$ cat src/rtl/snap_pkg.sv
// Shared types and constants for the frame-synchronous debug snapshot stage.
package snap_pkg;

  localparam int unsigned REG_IDX_W   = 5;
  localparam int unsigned DATA_W      = 32;
  localparam int unsigned FRAME_CNT_W = 16;

  typedef enum logic [1:0] {
    IDLE = 2'd0,
    SCAN = 2'd1,
    DONE = 2'd2
  } snap_state_e;

  typedef logic [DATA_W-1:0]      word_t;
  typedef logic [REG_IDX_W-1:0]   reg_idx_t;
  typedef logic [FRAME_CNT_W-1:0] frame_cnt_t;

endpackage

$ cat src/rtl/debug_snapshot_if.sv
// Processor-side, register-file and renderer-side signals of debug_snapshot.
// Carries disp_changed only when SNAP_CHANGE_FLAG_EN is defined.
interface debug_snapshot_if;
  import snap_pkg::*;

  word_t      pc_in, instruction_in, immediate_in;
  word_t      rd_out_in, rs1_out_in, rs2_out_in;
  logic       ruwr_in;

  reg_idx_t   rf_sel;
  word_t      rf_data;

  reg_idx_t   disp_sel;
  word_t      disp_reg;
`ifdef SNAP_CHANGE_FLAG_EN
  logic       disp_changed;
`endif

  word_t      pc_q, instruction_q, immediate_q;
  word_t      rd_out_q, rs1_out_q, rs2_out_q;
  logic       ruwr_q;
  logic       busy;
  logic       snap_valid;
  frame_cnt_t frame_count;

  // master: processor/register file/renderer side
  modport master (
`ifdef SNAP_CHANGE_FLAG_EN
    input  disp_changed,
`endif
    output pc_in, instruction_in, immediate_in, rd_out_in, rs1_out_in, rs2_out_in,
    output ruwr_in, rf_data, disp_sel,
    input  rf_sel, disp_reg,
    input  pc_q, instruction_q, immediate_q, rd_out_q, rs1_out_q, rs2_out_q,
    input  ruwr_q, busy, snap_valid, frame_count
  );

  // slave: the snapshot stage itself
  modport slave (
`ifdef SNAP_CHANGE_FLAG_EN
    output disp_changed,
`endif
    input  pc_in, instruction_in, immediate_in, rd_out_in, rs1_out_in, rs2_out_in,
    input  ruwr_in, rf_data, disp_sel,
    output rf_sel, disp_reg,
    output pc_q, instruction_q, immediate_q, rd_out_q, rs1_out_q, rs2_out_q,
    output ruwr_q, busy, snap_valid, frame_count
  );

endinterface

$ cat src/rtl/sync_edge_detect.sv
// Registers vsync and produces a one-cycle pulse on the asserting edge of sync.
module sync_edge_detect #(
  parameter bit VSYNC_ACTIVE_LOW = 1'b1
) (
  input  logic clock,
  input  logic reset_n,
  input  logic vsync,
  output logic sync_edge
);

  logic vsync_prev;

  always_ff @(posedge clock or negedge reset_n) begin
    if (!reset_n) vsync_prev <= 1'b0;
    else          vsync_prev <= vsync;
  end

  assign sync_edge = VSYNC_ACTIVE_LOW ? (vsync_prev & ~vsync) : (~vsync_prev & vsync);

endmodule

$ cat src/rtl/debug_snapshot.sv
// Freezes processor debug values on vsync and scans the register file into a
// shadow buffer for the text renderer. Optional: SNAP_CHANGE_FLAG_EN adds per-entry change flags.
module debug_snapshot
  import snap_pkg::*;
#(
  parameter int unsigned NUM_REGS         = 32,
  parameter bit          VSYNC_ACTIVE_LOW = 1'b1
) (
  input  logic             clock,
  input  logic             reset_n,
  input  logic             vsync,
  input  logic             freeze,
  debug_snapshot_if.slave  dbg
);

  localparam reg_idx_t               LAST_IDX   = REG_IDX_W'(NUM_REGS - 1);
  localparam logic [REG_IDX_W:0]     NUM_REGS_X = (REG_IDX_W + 1)'(NUM_REGS);

  snap_state_e state, state_nxt;
  reg_idx_t    cnt;
  logic        sync_edge;
  logic        start;
  logic        sel_in_range;
  word_t       shadow [NUM_REGS];

  sync_edge_detect #(
    .VSYNC_ACTIVE_LOW (VSYNC_ACTIVE_LOW)
  ) u_sync_edge_detect (
    .clock     (clock),
    .reset_n   (reset_n),
    .vsync     (vsync),
    .sync_edge (sync_edge)
  );

  assign start        = (state == IDLE) && sync_edge && !freeze;
  assign sel_in_range = {1'b0, dbg.disp_sel} < NUM_REGS_X;

  always_ff @(posedge clock or negedge reset_n) begin
    if (!reset_n) state <= IDLE;
    else          state <= state_nxt;
  end

  always_comb begin
    state_nxt  = state;
    dbg.rf_sel = '0;
    dbg.busy   = (state != IDLE);
    case (state)
      IDLE: if (start) state_nxt = SCAN;
      SCAN: begin
        dbg.rf_sel = cnt;
        if (cnt == LAST_IDX) state_nxt = DONE;
      end
      DONE:    state_nxt = IDLE;
      default: state_nxt = IDLE;
    endcase
  end

  always_ff @(posedge clock or negedge reset_n) begin
    if (!reset_n) begin
      cnt               <= '0;
      dbg.pc_q          <= '0;
      dbg.instruction_q <= '0;
      dbg.immediate_q   <= '0;
      dbg.rd_out_q      <= '0;
      dbg.rs1_out_q     <= '0;
      dbg.rs2_out_q     <= '0;
      dbg.ruwr_q        <= 1'b0;
      dbg.snap_valid    <= 1'b0;
      dbg.frame_count   <= '0;
      for (int unsigned i = 0; i < NUM_REGS; i++) shadow[i] <= '0;
    end else begin
      if (start) begin
        dbg.pc_q          <= dbg.pc_in;
        dbg.instruction_q <= dbg.instruction_in;
        dbg.immediate_q   <= dbg.immediate_in;
        dbg.rd_out_q      <= dbg.rd_out_in;
        dbg.rs1_out_q     <= dbg.rs1_out_in;
        dbg.rs2_out_q     <= dbg.rs2_out_in;
        dbg.ruwr_q        <= dbg.ruwr_in;
        cnt               <= '0;
      end
      if (state == SCAN) begin
        shadow[cnt] <= dbg.rf_data;
        cnt         <= cnt + 1'b1;
      end
      if (state == DONE) begin
        dbg.frame_count <= dbg.frame_count + 1'b1;
        dbg.snap_valid  <= 1'b1;
      end
    end
  end

  always_comb begin
    dbg.disp_reg = '0;
    if (sel_in_range) dbg.disp_reg = shadow[dbg.disp_sel];
  end

`ifdef SNAP_CHANGE_FLAG_EN
  logic [NUM_REGS-1:0] change_flag;

  // shadow[cnt] still holds the previous frame's value when compared here
  always_ff @(posedge clock or negedge reset_n) begin
    if (!reset_n)            change_flag      <= '0;
    else if (state == SCAN)  change_flag[cnt] <= (dbg.rf_data != shadow[cnt]);
  end

  always_comb begin
    dbg.disp_changed = 1'b0;
    if (sel_in_range) dbg.disp_changed = change_flag[dbg.disp_sel];
  end
`endif

endmodule

$ cat src/flat_wrapper.sv
// flat-port wrapper written by rule: the top's interface ports become plain ports
module debug_snapshot_flat import snap_pkg::*;
#(
  parameter int unsigned NUM_REGS         = 32,
  parameter bit          VSYNC_ACTIVE_LOW = 1'b1
)
  (clock, reset_n, vsync, freeze, dbg_pc_in, dbg_instruction_in, dbg_immediate_in, dbg_rd_out_in, dbg_rs1_out_in, dbg_rs2_out_in, dbg_ruwr_in, dbg_rf_data, dbg_disp_sel, dbg_rf_sel, dbg_disp_reg, dbg_pc_q, dbg_instruction_q, dbg_immediate_q, dbg_rd_out_q, dbg_rs1_out_q, dbg_rs2_out_q, dbg_ruwr_q, dbg_busy, dbg_snap_valid, dbg_frame_count);
  debug_snapshot_if dbg_i ();
  input  logic clock;
  input  logic reset_n;
  input  logic vsync;
  input  logic freeze;
  input wire logic [$bits(dbg_i.pc_in)-1:0] dbg_pc_in;
  input wire logic [$bits(dbg_i.instruction_in)-1:0] dbg_instruction_in;
  input wire logic [$bits(dbg_i.immediate_in)-1:0] dbg_immediate_in;
  input wire logic [$bits(dbg_i.rd_out_in)-1:0] dbg_rd_out_in;
  input wire logic [$bits(dbg_i.rs1_out_in)-1:0] dbg_rs1_out_in;
  input wire logic [$bits(dbg_i.rs2_out_in)-1:0] dbg_rs2_out_in;
  input wire logic [$bits(dbg_i.ruwr_in)-1:0] dbg_ruwr_in;
  input wire logic [$bits(dbg_i.rf_data)-1:0] dbg_rf_data;
  input wire logic [$bits(dbg_i.disp_sel)-1:0] dbg_disp_sel;
  output wire logic [$bits(dbg_i.rf_sel)-1:0] dbg_rf_sel;
  output wire logic [$bits(dbg_i.disp_reg)-1:0] dbg_disp_reg;
  output wire logic [$bits(dbg_i.pc_q)-1:0] dbg_pc_q;
  output wire logic [$bits(dbg_i.instruction_q)-1:0] dbg_instruction_q;
  output wire logic [$bits(dbg_i.immediate_q)-1:0] dbg_immediate_q;
  output wire logic [$bits(dbg_i.rd_out_q)-1:0] dbg_rd_out_q;
  output wire logic [$bits(dbg_i.rs1_out_q)-1:0] dbg_rs1_out_q;
  output wire logic [$bits(dbg_i.rs2_out_q)-1:0] dbg_rs2_out_q;
  output wire logic [$bits(dbg_i.ruwr_q)-1:0] dbg_ruwr_q;
  output wire logic [$bits(dbg_i.busy)-1:0] dbg_busy;
  output wire logic [$bits(dbg_i.snap_valid)-1:0] dbg_snap_valid;
  output wire logic [$bits(dbg_i.frame_count)-1:0] dbg_frame_count;
  assign dbg_i.pc_in = dbg_pc_in;
  assign dbg_i.instruction_in = dbg_instruction_in;
  assign dbg_i.immediate_in = dbg_immediate_in;
  assign dbg_i.rd_out_in = dbg_rd_out_in;
  assign dbg_i.rs1_out_in = dbg_rs1_out_in;
  assign dbg_i.rs2_out_in = dbg_rs2_out_in;
  assign dbg_i.ruwr_in = dbg_ruwr_in;
  assign dbg_i.rf_data = dbg_rf_data;
  assign dbg_i.disp_sel = dbg_disp_sel;
  assign dbg_rf_sel = dbg_i.rf_sel;
  assign dbg_disp_reg = dbg_i.disp_reg;
  assign dbg_pc_q = dbg_i.pc_q;
  assign dbg_instruction_q = dbg_i.instruction_q;
  assign dbg_immediate_q = dbg_i.immediate_q;
  assign dbg_rd_out_q = dbg_i.rd_out_q;
  assign dbg_rs1_out_q = dbg_i.rs1_out_q;
  assign dbg_rs2_out_q = dbg_i.rs2_out_q;
  assign dbg_ruwr_q = dbg_i.ruwr_q;
  assign dbg_busy = dbg_i.busy;
  assign dbg_snap_valid = dbg_i.snap_valid;
  assign dbg_frame_count = dbg_i.frame_count;
  debug_snapshot #(.NUM_REGS(NUM_REGS), .VSYNC_ACTIVE_LOW(VSYNC_ACTIVE_LOW)) u_core (.clock(clock), .reset_n(reset_n), .vsync(vsync), .freeze(freeze), .dbg(dbg_i));
endmodule
$ cat config.mk
export PLATFORM = sky130hd
export DESIGN_NAME = debug_snapshot_flat
export DESIGN_NICKNAME = d
export VERILOG_FILES = /design/src/rtl/snap_pkg.sv /design/src/rtl/debug_snapshot_if.sv /design/src/rtl/sync_edge_detect.sv /design/src/rtl/debug_snapshot.sv /design/src/flat_wrapper.sv
export SDC_FILE = /design/constraint.sdc
export NUM_CORES = 2
export LEC_CHECK = 0
export ABC_AREA = 1
export CAP_MARGIN = 20
export CORE_MARGIN = 3
export CORE_UTILIZATION = 52
export CTS_BUF_LIST = sky130_fd_sc_hd__clkbuf_2
export CTS_CLUSTER_DIAMETER = 30
export CTS_CLUSTER_SIZE = 30
export DETAILED_ROUTE_END_ITERATION = 8
export GPL_TIMING_DRIVEN = 0
export PLACE_DENSITY = 0.74
export SLEW_MARGIN = 20
export SYNTH_ARGS = -nofsm -noshare
export SYNTH_HDL_FRONTEND = slang
export SYNTH_SLANG_ARGS = --single-unit
export TNS_END_PERCENT = 5
$ cat constraint.sdc
create_clock -name clock -period 1.59 [get_ports clock]
set_input_delay 0.2385 -clock clock [delete_from_list [all_inputs] [get_ports clock]]
set_output_delay 0.2385 -clock clock [all_outputs]
set_load 0.01 [all_outputs]
==> metrics.txt <==
Multi-input gate area=22900 um2; worst path required time=1.35 ns; Synth Warn #=0; clock-pin slew on the worst setup and hold paths=0.11 ns; Via density=about 5.7; Worst Tran Pin Value=1.11 ns; vias in the first global route=52000; Tot GR Track Use=37.5%; LEAKAGE=approximately 34 nW; first-pass GRT wire length=310000 um; Worst Reg-to-Reg Cells=7; row count=around 120; Max Cap Viol=0; layout cells sized above 1=20.2%; routed via count=53600; CP startpoint kind=input pin; Placed Area=just over 60000 um2; Die ar.=109000 um2; Worst Path Arrival=2.99 ns; mapped cell area=54800 um2; Die X=331 um; Tcrit/Tclk final=203%; reg-to-reg slack, setup=-0.91 ns; Reg-to-Reg End=u_core.shadow[836]; Peak VDD IR=0.891 mV; root buffer cell=clkbuf_2; DR WL/cell=~23 um; pwr dens=1680 nW/um2; final setup fails=1756; Iter 0 DRT Violations=6364; Clock Path Buffers=4; cell area after layout=approximately 72000 um2; register area share after synthesis=between 50% and 60%; initial antenna violation count=5; PnR worst setup slack=-1.64 ns; core area=roughly 100000 um2; Final Hold Vio Count=~600; minimum clock period=3.23 ns; Routed Wire Length=210000 um; clk sinks=1242; post-route ant nets=0; failing checks=hold timing, setup timing; DR DRC count=0; Clk Latency, worst-skew pair=1.63 ns; Synth Area per Inst=approximately 8.6 um2; CTS Hold Buffers Added=approximately 450; routability-driven placement congestion ratio=~0.95; CTS tree=built; outcome=complete, but fails checks; hold slack final=-1.25 ns; CTS Buf Count=286; critical path peak fanout=10; commonest cells after routing, fill and taps aside=nand2_1, dfrtp_1, nand3_1, o21ai_0, clkbuf_2; r2r startpoint=u_core.cnt[3]; DRT Pass-1 Iters=6; Yosys reg bits=1242; synth-to-layout area growth=30.5%; Synth cell types=31; total congestion overflow=0; Chip Height=331 um; Min-Delay Path Class=input pin to asynchronous set/reset pin; Slew Limit Fails=0; fmax=0.309 GHz; CP Class=input pin to primary output; Syn Nets=6651; Post-Route Utilization=between 60% and 70%; Post-Syn Instances=6411; initial core utilization=52.7%; Relative slew margins=25.7%; maximum number of pins on one net before global-route repair=roughly 150; H-tree Lvls=5; Worst Setup End Kind=primary output; Buffers on Ports=478; setup TNS=-1013.54 ns; Filler cells=8091; IO Pins=482; nets@finish=7980; sequential cell area=31100 um2; post-DP HPWL=139000 um; RSZ-0062 raised after global routing=true; skew final=0.185 ns; commonest non-fill, non-tap cell in the layout=nand2_1
metal layers:
| layer | routed length (um) | vias up | part of all wire (%) | GRT usage [%] |
|---|---|---|---|---|
| met5 | 0 | - | 0 | 0 |
| met4 | 11900 | 0 | 5.6 | 20.0 |
| met3 | 25200 | 653 | 12 | 10.4 |
| met2 | 95600 | 3411 | 45 | 58.1 |
| met1 | 77500 | 25800 | 37 | 48.2 |
| li1 | - | 23700 | - | - |
per-stage QoR:
| stage | setup WS [ns] | cells | total power [mW] |
|---|---|---|---|
| 2_1_floorplan | -0.0145 | 6411 | 73.8 |
| 3_3_place_gp | -55.94 | 8269 | 87.2 |
| 3_5_place_dp | -2.68 | 8278 | 89.1 |
| 4_1_cts | -1.70 | 9256 | 117 |
| 5_1_grt | -1.73 | 9327 | 127 |
| 6_report | -1.64 | 9332 | 120 |
Yosys cell counts:
library cell / count / area (um2)
xor2_1: 7 / 61.3
o21ai_0: 571 / 2860
or2_2: 1 / 6.26
buf_1: 27 / 101
dfrtp_1: 1242 / 31100
nand2_2: 21 / 131
nor2_4: 12 / 135
nand3b_1: 4 / 30.0
nor3_1: 2 / 10.0
nor2_2: 2 / 12.5
inv_4: 1 / 6.26
buf_2: 181 / 906
mux2_1: 8 / 90.1
inv_2: 9 / 33.8
nand2_1: 2114 / 7940
nor3_4: 2 / 32.5
nand3_2: 3 / 30.0
nand4_1: 1 / 6.26
ha_1: 6 / 75.1
o21ai_1: 73 / 365
nand3_1: 771 / 3860
clkbuf_1: 307 / 1150
xnor2_1: 6 / 52.6
inv_1: 47 / 176
nand2_4: 4 / 45.0
o22ai_1: 2 / 12.5
a21oi_1: 384 / 1920
nor3_2: 3 / 30.0
buf_4: 14 / 105
nor2_1: 401 / 1510
mux2_2: 185 / 2080
kinds of logic (layout without fill, tap and decap cells):
family,after synthesis,in the layout,synth area share (%)
DFF,1242,1242,56.7
muxes,193,193,3.96
AOI/OAI and AO/OA,1030,1030,9.40
buffers and inverters,586,2119,4.52
xor gates and xnor gates,13,13,0.208
other,0,8,0
and+or+nand+nor,3341,3341,25.1
adders and majority gates,6,6,0.137
state kept, by name (all words and copies together), names as in the netlist:
register	count
u_core.dbg.snap_valid	1
u_core.dbg.frame_count	16
u_core.dbg.ruwr_q	1
u_core.state	2
u_core.dbg.immediate_q	32
u_core.dbg.rs1_out_q	32
u_core.cnt	5
u_core.dbg.rd_out_q	32
u_core.shadow	1024
u_core.u_sync_edge_detect.vsync_prev	1
u_core.dbg.rs2_out_q	32
u_core.dbg.instruction_q	32
u_core.dbg.pc_q	32
cell type report:
cell class                 count  share of cell area [%]
multi-input combinational   4583                    32.0
buffer                       529                    3.25
clock inverter               168                    2.68
clock buffer                 324                    2.27
timing repair buffer        1041                    13.6
antenna                        8                  0.0280
inverter                      57                   0.309
sequential                  1242                    43.4
tap                         1380                    2.41
how the worst max path moves through the flow:
| stage | start | to | cells after the start |
|---|---|---|---|
| after floorplan | u_core.state[0] | u_core.dbg.rs1_out_q[14] | 7 |
| after global placement | reset_n | u_core.shadow[345] | 1 |
| after detailed placement | dbg_disp_sel[2] | dbg_disp_reg[3] | 11 |
| after CTS | u_core.shadow[12] | dbg_disp_reg[12] | 9 |
| after global routing | u_core.shadow[88] | dbg_disp_reg[24] | 9 |
| final | dbg_disp_sel[2] | dbg_disp_reg[24] | 11 |
repair_timing:
action,4_1_cts,5_1_grt
setup buffers,35,68
gates resized for setup,736,566
endpoints found under the setup margin,1749,2010
endpoints found under the hold margin,1824,579
pin swaps,133,141
critical path, cell delays in order:
cell and delay, ns:
clkdlybuf4s50_1 0.53, inv_1 0.12, clkbuf_2 0.50, buf_1 0.68, nand3_1 0.23, nand2_1 0.15
nand2_1 0.07, nand2_2 0.10, nand2_1 0.05, nand2_1 0.08, clkdlybuf4s15_2 0.23
report_power, final:
group	switching, mW	total [mW]	internal (mW)
sequential	8.15	53.8	45.6
clock	14.4	27.2	12.8
combinational	22.1	38.9	16.8
(Power assumes the default switching activity.)
